<file path="config.mk">
export PLATFORM = sky130hd
export DESIGN_NAME = iir_biquad_tdm
export DESIGN_NICKNAME = d
export VERILOG_FILES = /design/src/rtl/iir_biquad_tdm.sv
export SDC_FILE = /design/constraint.sdc
export NUM_CORES = 2
export LEC_CHECK = 0
export BUFFER_PORTS_ARGS = -buffer_cell sky130_fd_sc_hd__buf_2
export CELL_PAD_IN_SITES_DETAIL_PLACEMENT = 1
export CELL_PAD_IN_SITES_GLOBAL_PLACEMENT = 2
export CORE_MARGIN = 10
export CORE_UTILIZATION = 37
export CTS_CLUSTER_SIZE = 20
export DETAILED_ROUTE_END_ITERATION = 8
export PLACE_DENSITY_LB_ADDON = 0.1
export SLEW_MARGIN = 20
export SYNTH_ARGS = -nofsm -noshare
export SYNTH_HDL_FRONTEND = slang
export SYNTH_SLANG_ARGS = --single-unit
</file>
<file path="constraint.sdc">
create_clock -name clk -period 6.1 [get_ports clk]
set_input_delay 1.22 -clock clk [delete_from_list [all_inputs] [get_ports clk]]
set_output_delay 1.22 -clock clk [all_outputs]
set_load 0.01 [all_outputs]
</file>
<file path="src/rtl/iir_biquad_tdm.sv">
// Time-multiplexed biquad IIR section with per-channel history and a double-buffered coefficient bank.
// Define IIR_BIQUAD_SAT_EN to saturate the output; otherwise the output wraps to DATA_W bits.
module iir_biquad_tdm #(
  parameter int DATA_W   = 15,
  parameter int COEF_W   = 12,
  parameter int A0_SHIFT = 9,
  parameter int NCH      = 4,
  parameter int CH_W     = 2
) (
  input  logic                     clk,
  input  logic                     rst,
  input  logic signed [DATA_W-1:0] din,
  input  logic        [CH_W-1:0]   din_ch,
  input  logic                     din_valid,
  output logic                     din_ready,
  output logic signed [DATA_W-1:0] dout,
  output logic        [CH_W-1:0]   dout_ch,
  output logic                     dout_valid,
  input  logic                     coef_we,
  input  logic        [2:0]        coef_sel,
  input  logic signed [COEF_W-1:0] coef_wdata,
  input  logic                     coef_commit,
  output logic                     commit_pend,
  output logic                     ovf
);

  localparam int PW    = DATA_W + COEF_W;
  localparam int ACC_W = PW + 3;
  localparam logic signed [COEF_W-1:0] B0_ONE = COEF_W'(2 ** A0_SHIFT);
  localparam logic [CH_W:0] NCH_EXT = NCH[CH_W:0];

  typedef enum logic [1:0] {S_IDLE, S_MUL, S_SUM} state_t;

  state_t state_q, state_d;
  logic   din_ready_q, commit_pend_q, commit_pend_d, ovf_q;
  logic   dout_valid_q;
  logic signed [DATA_W-1:0] dout_q;
  logic        [CH_W-1:0]   dout_ch_q;

  // Bank order: b0, b1, b2, a1, a2
  logic signed [COEF_W-1:0] sh_q  [5];
  logic signed [COEF_W-1:0] act_q [5];

  logic signed [DATA_W-1:0] x1_q [NCH];
  logic signed [DATA_W-1:0] x2_q [NCH];
  logic signed [DATA_W-1:0] y1_q [NCH];
  logic signed [DATA_W-1:0] y2_q [NCH];

  logic signed [DATA_W-1:0] x_q, hx1_q, hx2_q, hy1_q, hy2_q;
  logic        [CH_W-1:0]   ch_q;
  logic signed [PW-1:0]     p_q [5];

  logic                     accept, ch_ok, commit_now, fits;
  logic signed [ACC_W-1:0]  acc, shifted;
  logic signed [DATA_W-1:0] y_wrap, y;

  always_comb begin
    ch_ok         = ({1'b0, din_ch} < NCH_EXT);
    accept        = (state_q == S_IDLE) && din_valid && din_ready_q;
    commit_now    = (state_q == S_IDLE) && (coef_commit || commit_pend_q);
    commit_pend_d = commit_now ? 1'b0 : (commit_pend_q | coef_commit);
    state_d       = state_q;
    case (state_q)
      S_IDLE:  if (accept && ch_ok) state_d = S_MUL;
      S_MUL:   state_d = S_SUM;
      S_SUM:   state_d = S_IDLE;
      default: state_d = S_IDLE;
    endcase
  end

  always_comb begin
    acc     = ACC_W'(p_q[0]) + ACC_W'(p_q[1]) + ACC_W'(p_q[2])
            - ACC_W'(p_q[3]) - ACC_W'(p_q[4]);
    shifted = acc >>> A0_SHIFT;
    y_wrap  = shifted[DATA_W-1:0];
    fits    = (shifted == ACC_W'(y_wrap));
`ifdef IIR_BIQUAD_SAT_EN
    if (fits)                  y = y_wrap;
    else if (shifted[ACC_W-1]) y = {1'b1, {(DATA_W-1){1'b0}}};
    else                       y = {1'b0, {(DATA_W-1){1'b1}}};
`else
    y = y_wrap;
`endif
  end

  always_ff @(posedge clk) begin
    if (rst) begin
      state_q       <= S_IDLE;
      din_ready_q   <= 1'b0;
      commit_pend_q <= 1'b0;
      ovf_q         <= 1'b0;
      dout_q        <= '0;
      dout_ch_q     <= '0;
      dout_valid_q  <= 1'b0;
      sh_q          <= '{B0_ONE, '0, '0, '0, '0};
      act_q         <= '{B0_ONE, '0, '0, '0, '0};
      x1_q          <= '{default: '0};
      x2_q          <= '{default: '0};
      y1_q          <= '{default: '0};
      y2_q          <= '{default: '0};
      x_q           <= '0;
      hx1_q         <= '0;
      hx2_q         <= '0;
      hy1_q         <= '0;
      hy2_q         <= '0;
      ch_q          <= '0;
      p_q           <= '{default: '0};
    end else begin
      state_q       <= state_d;
      din_ready_q   <= (state_d == S_IDLE);
      commit_pend_q <= commit_pend_d;
      dout_valid_q  <= 1'b0;

      // Copy reads the pre-write shadow value when a write lands on the same edge.
      if (commit_now) act_q <= sh_q;
      if (coef_we) begin
        case (coef_sel)
          3'd0:    sh_q[0] <= coef_wdata;
          3'd1:    sh_q[1] <= coef_wdata;
          3'd2:    sh_q[2] <= coef_wdata;
          3'd3:    sh_q[3] <= coef_wdata;
          3'd4:    sh_q[4] <= coef_wdata;
          default: ;
        endcase
      end

      if (accept && ch_ok) begin
        x_q   <= din;
        ch_q  <= din_ch;
        hx1_q <= x1_q[din_ch];
        hx2_q <= x2_q[din_ch];
        hy1_q <= y1_q[din_ch];
        hy2_q <= y2_q[din_ch];
      end

      if (state_q == S_MUL) begin
        p_q[0] <= PW'(act_q[0]) * PW'(x_q);
        p_q[1] <= PW'(act_q[1]) * PW'(hx1_q);
        p_q[2] <= PW'(act_q[2]) * PW'(hx2_q);
        p_q[3] <= PW'(act_q[3]) * PW'(hy1_q);
        p_q[4] <= PW'(act_q[4]) * PW'(hy2_q);
      end

      if (state_q == S_SUM) begin
        dout_q       <= y;
        dout_ch_q    <= ch_q;
        dout_valid_q <= 1'b1;
        x2_q[ch_q]   <= hx1_q;
        x1_q[ch_q]   <= x_q;
        y2_q[ch_q]   <= hy1_q;
        y1_q[ch_q]   <= y;
        if (!fits) ovf_q <= 1'b1;
      end
    end
  end

  assign din_ready   = din_ready_q;
  assign dout        = dout_q;
  assign dout_ch     = dout_ch_q;
  assign dout_valid  = dout_valid_q;
  assign commit_pend = commit_pend_q;
  assign ovf         = ovf_q;

endmodule

</file>
# == Word level (Yosys, flattened, before mapping) ==
# Cells that the tools add are included.
# totals
input_bits,37
out_inout_bits,21
ff_bits,595
# op_classes
n_reduce_logical,15
n_mul,5
bitwise,4
mux,21
order_cmp,3
addsub,4
eq_ne,7
# ops
op,n
$bwmux W60,4
$mul A12 B15 Y27,5
$mux W15,9
$bmux W15 S2,4
$demux W15 S2,1
$sub A29 B27 Y30,1
$sub A30 B27 Y30,1
$add A28 B27 Y29,1
$add A27 B27 Y28,1
$reduce_and A2 Y1,6
$eq A3 B2 Y1 const B,2
$eq A6 B1 Y1,1
$ge A3 B3 Y1 const B,2
$not A2 Y3,2
$logic_and A1 B1 Y1,4
$logic_not A2 Y1,2
$pmux W2 S2,1
$eq A3 B1 Y1 const B,1
$eq A3 B3 Y1 const B,1
$logic_not A3 Y1,1
$lt A3 B1 Y1 const B,1
$eq A2 B1 Y1 const B,1
$eq A2 B2 Y1 const B,1
$mux W2,1
other kinds (5),5

# == Depth between registers and ports, before layout ==
# logic_depth
ltp_word,7
ltp_mapped,24

# == Worst setup path after synthesis ==
# No wires, ideal clock.
# synth_path
path_kind,reg-to-reg
startpoint,register x_q[14]
endpoint,register p_q[134] in the netlist's numbering
path_slack_ns,0.421
t_arrival_ns,5.554
stages_incl_launch_ff,24
path_buffers,2
setup_ns,0.126
cell_sequence,dfxtp_1 clkbuf_1 clkbuf_1 nand2_1 fa_1 inv_1 ha_1 inv_1 fa_1 inv_1 fa_1 inv_1 fa_1 inv_1 ha_1 and3_1 nand2_1 or2_2 a311oi_1 o41ai_2 a221oi_1 a21oi_1 xnor2_1 o21ai_1
# synth_via
elab_chain_cells,1
# synth_lines
item,line_no,rtl
from (decl),49,"logic signed [DATA_W-1:0] x_q, hx1_q, hx2_q, hy1_q, hy2_q;"
from (signal assigned),128,x_q <= din;
$mul A12 B15 Y27,137,p_q[0] <= PW'(act_q[0]) * PW'(x_q);
to (decl),51,logic signed [PW-1:0] p_q [5];
# No other way between the ends.
# A chain may end at the register's enable or synchronous reset.

# == Final worst setup path ==
# layout_path
startpoint,register x_q[3]
endpoint,register p_q[127] in the netlist's numbering
# Same word-level chain as after synthesis.

==> summary.md <==
| Metric | Value |
|---|---|
| Num rows | `143` |
| Pin count of the biggest net entering global routing | `160` |
| Clock slew at reported path FFs | `0.07 ns` |
| Final Hold Fails | `0` |
| Final setup margin | `0.282 ns` |
| Reg-to-reg endpoint | `p_q[127]` |
| Dpl ws | `-0.0318 ns` |
| Global-route wire length before repair | `296,000 um` |
| CP startpoint | `x_q[3]` |
| DP Cell Count | `8,503` |
| Vias in the first global route | `47,807` |
| Average size of a mapped cell | `8.69 um2` |
| DRC viols | `0` |
| R2R setup slack | `0.28 ns` |
| Maxcap violations | `0` |
| Finished Layout Cells | `8,659` |
| Area growth from synthesis to layout | `11.2%` |
| Most frequent cells after synthesis | `nand2_1, inv_1, fa_1, dfxtp_1, a21oi_1` |
| Post-DRT Antenna Nets | `0` |
| Critical-path maximum fanout | `13` |
| # nets final | `7,832` |
| Via count | `43,123` |
| Register area share after synthesis | `0.210` |
| Post-synth top area cell | `fa_1` |
| DR WL/cell | `21.9 um` |
| Total wire length | `189,000 um` |
| Grt ovf | `0` |
| Fin crit share | `0.954` |
| Multi-input gate area | `0.0393 mm2` |
| CP Launch Type | `flip-flop` |
| Setup crit end kind | `flip-flop` |
| Core area | `0.152 mm2` |
| Antenna violations before repair | `10` |
| Synth Register Bits | `595` |
| Fmax | `172 MHz` |
| Fin crit period | `5.82 ns` |
| Final setup fails | `0` |
| Post-synth EDFFs | `0` |
| Lkg Pwr | `0.0287 uW` |
| PD cells | `156 mW/mm2` |
| Ratio of cells with drive above 1 in the final layout | `0.0879` |
| Critical path type | `flip-flop to flip-flop` |
| Count leader, synth | `nand2_1` |
| Mapped cell area | `0.0568 mm2` |
| Die span in y | `412 um` |
| DR pass1 iterations | `7` |
| HPWL Detailed | `147,000 um` |
| Max_slew headroom | `0.275` |
| Area contributors post-synth | `fa_1, dfxtp_1, nand2_1` |
| TritonCTS buffer count | `83` |
| Finished Cell Area | `0.0632 mm2` |
| TritonCTS Sinks | `595` |
| Cells after synthesis | `6,535` |
| IO Port Bufs | `57` |
| Reg2reg path depth | `18` |
| Main synth FF type | `dfxtp_1` |
| Die area | `0.170 mm2` |
| CTS root buffer | `clkbuf_16` |
| Outcome | `completed` |
| Top-area cell type share of the netlist area | `0.325` |
| Net Count, Synth | `7,808` |
| Worst setup path endpoint | `p_q[127]` |
| Worst hold path type | `flip-flop to flip-flop` |
| Total track usage | `0.228` |
| Routed vias/inst | `4.98` |
| CTS H-tree lvls | `3` |
| DR iter-0 viols | `2,223` |
| Initial Utilization | `0.373` |
| Die W | `412 um` |
| CTS tree | `built` |
| Worst path required time | `6.66 ns` |
| Final GP Congestion | `0.836` |
| FF/Latch Area | `0.0120 mm2` |
| VDD IR max | `0.220 mV` |
| Final Max Tran Viols | `0` |
| Clock Path Buffers | `3` |
| I/O pin count | `58` |
| Yosys cell types | `82` |
| Data arrival time of the critical path | `6.38 ns` |
| Syn. warnings | `0` |
| Worst clock skew | `0.0295 ns` |
| RR Startpoint | `x_q[3]` |
| Asr flop ratio synth | `0` |
| Setup TNS | `0 ns` |
| Placed inst area | `0.0602 mm2` |
| Clock Latency Late Sink | `0.72 ns` |
| Fillers | `17,779` |
| Worst Tran Pin Value | `1.09 ns` |
[report_power, final]
group / internal (uW) / switching [uW]
registers: 3910 / 47.2
logic: 204 / 508
clock network: 3030 / 2170
[cell families after synthesis]
logic type | after synthesis | synth area share
multiplexers | 62 | 0.0241
adder cells (fa/ha/maj) | 1236 | 0.394
XOR/XNOR | 148 | 0.0231
AND/OR/NAND/NOR | 2120 | 0.159
AO/OA/AOI/OAI | 863 | 0.0899
flip-flops | 595 | 0.210
buffers and inverters | 1511 | 0.100
[worst max-delay path, cell delays in order (launching register included)]
cell and delay [ns]:
dfxtp_1 0.76, nand2_1 0.17, fa_1 0.50, fa_1 0.50, fa_1 0.56, inv_1 0.05
fa_1 0.48, inv_1 0.05, fa_1 0.47, inv_1 0.04, ha_1 0.22, or4_1 0.53
o211a_1 0.26, o21bai_1 0.18, nand2_1 0.13, a21o_1 0.19, a21oi_1 0.17, xor2_1 0.30
o21ai_1 0.09
[metal layers]
metal	vias to the layer above	routed length [um]	part of all wire	global-route usage
li1	19967	-	-	-
met1	22387	88400	0.47	0.315
met2	566	88800	0.47	0.374
met3	199	7710	0.041	0.0351
met4	4	4480	0.024	0.0507
met5	-	27	0.00014	0
[area by class of cell]
| class | instances | share of cell area |
|---|---|---|
| Antenna cell | 5 | 0.000198 |
| Clock buffer | 110 | 0.0364 |
| Clock inverter | 40 | 0.00917 |
| Inverter | 1158 | 0.0688 |
| Multi-Input combinational cell | 4429 | 0.622 |
| Sequential cell | 595 | 0.189 |
| Tap cell | 2030 | 0.0402 |
| Timing Repair Buffer | 292 | 0.0337 |
[timing repair]
action | in CTS | in global routing
pin swaps | 0 | 2
buffers inserted | 0 | 1
hold buffers | 0 | 0
resized for setup | 5 | 37
endpoints found under the setup margin | 2 | 21
[worst min path at each step]
stage | startpoint | depth (start not counted) | endpoint
final | sh_q[30] | 2 | act_q[30]
after global routing | sh_q[51] | 2 | act_q[51]
after CTS | sh_q[30] | 2 | act_q[30]
after detailed placement | sh_q[2] | 2 | act_q[2]
after global placement | y2_q[1] | 2 | y2_q[1]
after floorplan | p_q[128] | 2 | p_q[128]
[sequential cells by signal, indices dropped and copies added, names as in the netlist, 60 cells and up]
register	cells
act_q	60
p_q	135
sh_q	60
x1_q	60
x2_q	60
y1_q	60
y2_q	60
[placed cells by master (no fill, tap or decap), types with 8 or more instances in the layout]
master | Yosys | layout
ha_1 | 314 | 314
clkbuf_8 | 0 | 12
dfxtp_1 | 595 | 560
dfxtp_2 | 0 | 33
clkinv_2 | 0 | 9
buf_2 | 0 | 54
nand3_1 | 22 | 20
nor2b_1 | 12 | 12
nor2_1 | 124 | 122
bufinv_16 | 0 | 8
a21oi_1 | 522 | 521
o21bai_1 | 12 | 12
mux4_2 | 60 | 60
and2_1 | 286 | 286
a31oi_1 | 10 | 9
xor2_1 | 58 | 57
o21ai_1 | 33 | 32
a211o_1 | 8 | 8
clkbuf_1 | 337 | 15
a22o_1 | 34 | 34
clkbuf_16 | 0 | 83
a211oi_1 | 18 | 17
or2_2 | 9 | 9
and3_1 | 11 | 9
nand2_1 | 1549 | 1549
nand2b_1 | 38 | 38
o21a_1 | 25 | 25
nor3_1 | 33 | 30
fa_1 | 922 | 922
buf_4 | 0 | 232
o21ai_0 | 97 | 97
a32o_1 | 14 | 14
xnor2_1 | 88 | 87
inv_1 | 1156 | 1156
a21o_1 | 29 | 29
or3_1 | 10 | 9
[per-stage QoR]
step | hold slack (ns) | power, uW | utilization
final | 0.427 | 9880 | 0.415
after global routing | 0.463 | 10200 | 0.415
after CTS | 0.443 | 10000 | 0.414
after detailed placement | 0.446 | 4760 | 0.396
after global placement | 0.438 | 4760 | 0.395
after floorplan | 0.420 | 4440 | -
No activity file was read; power rests on OpenSTA's default activity.
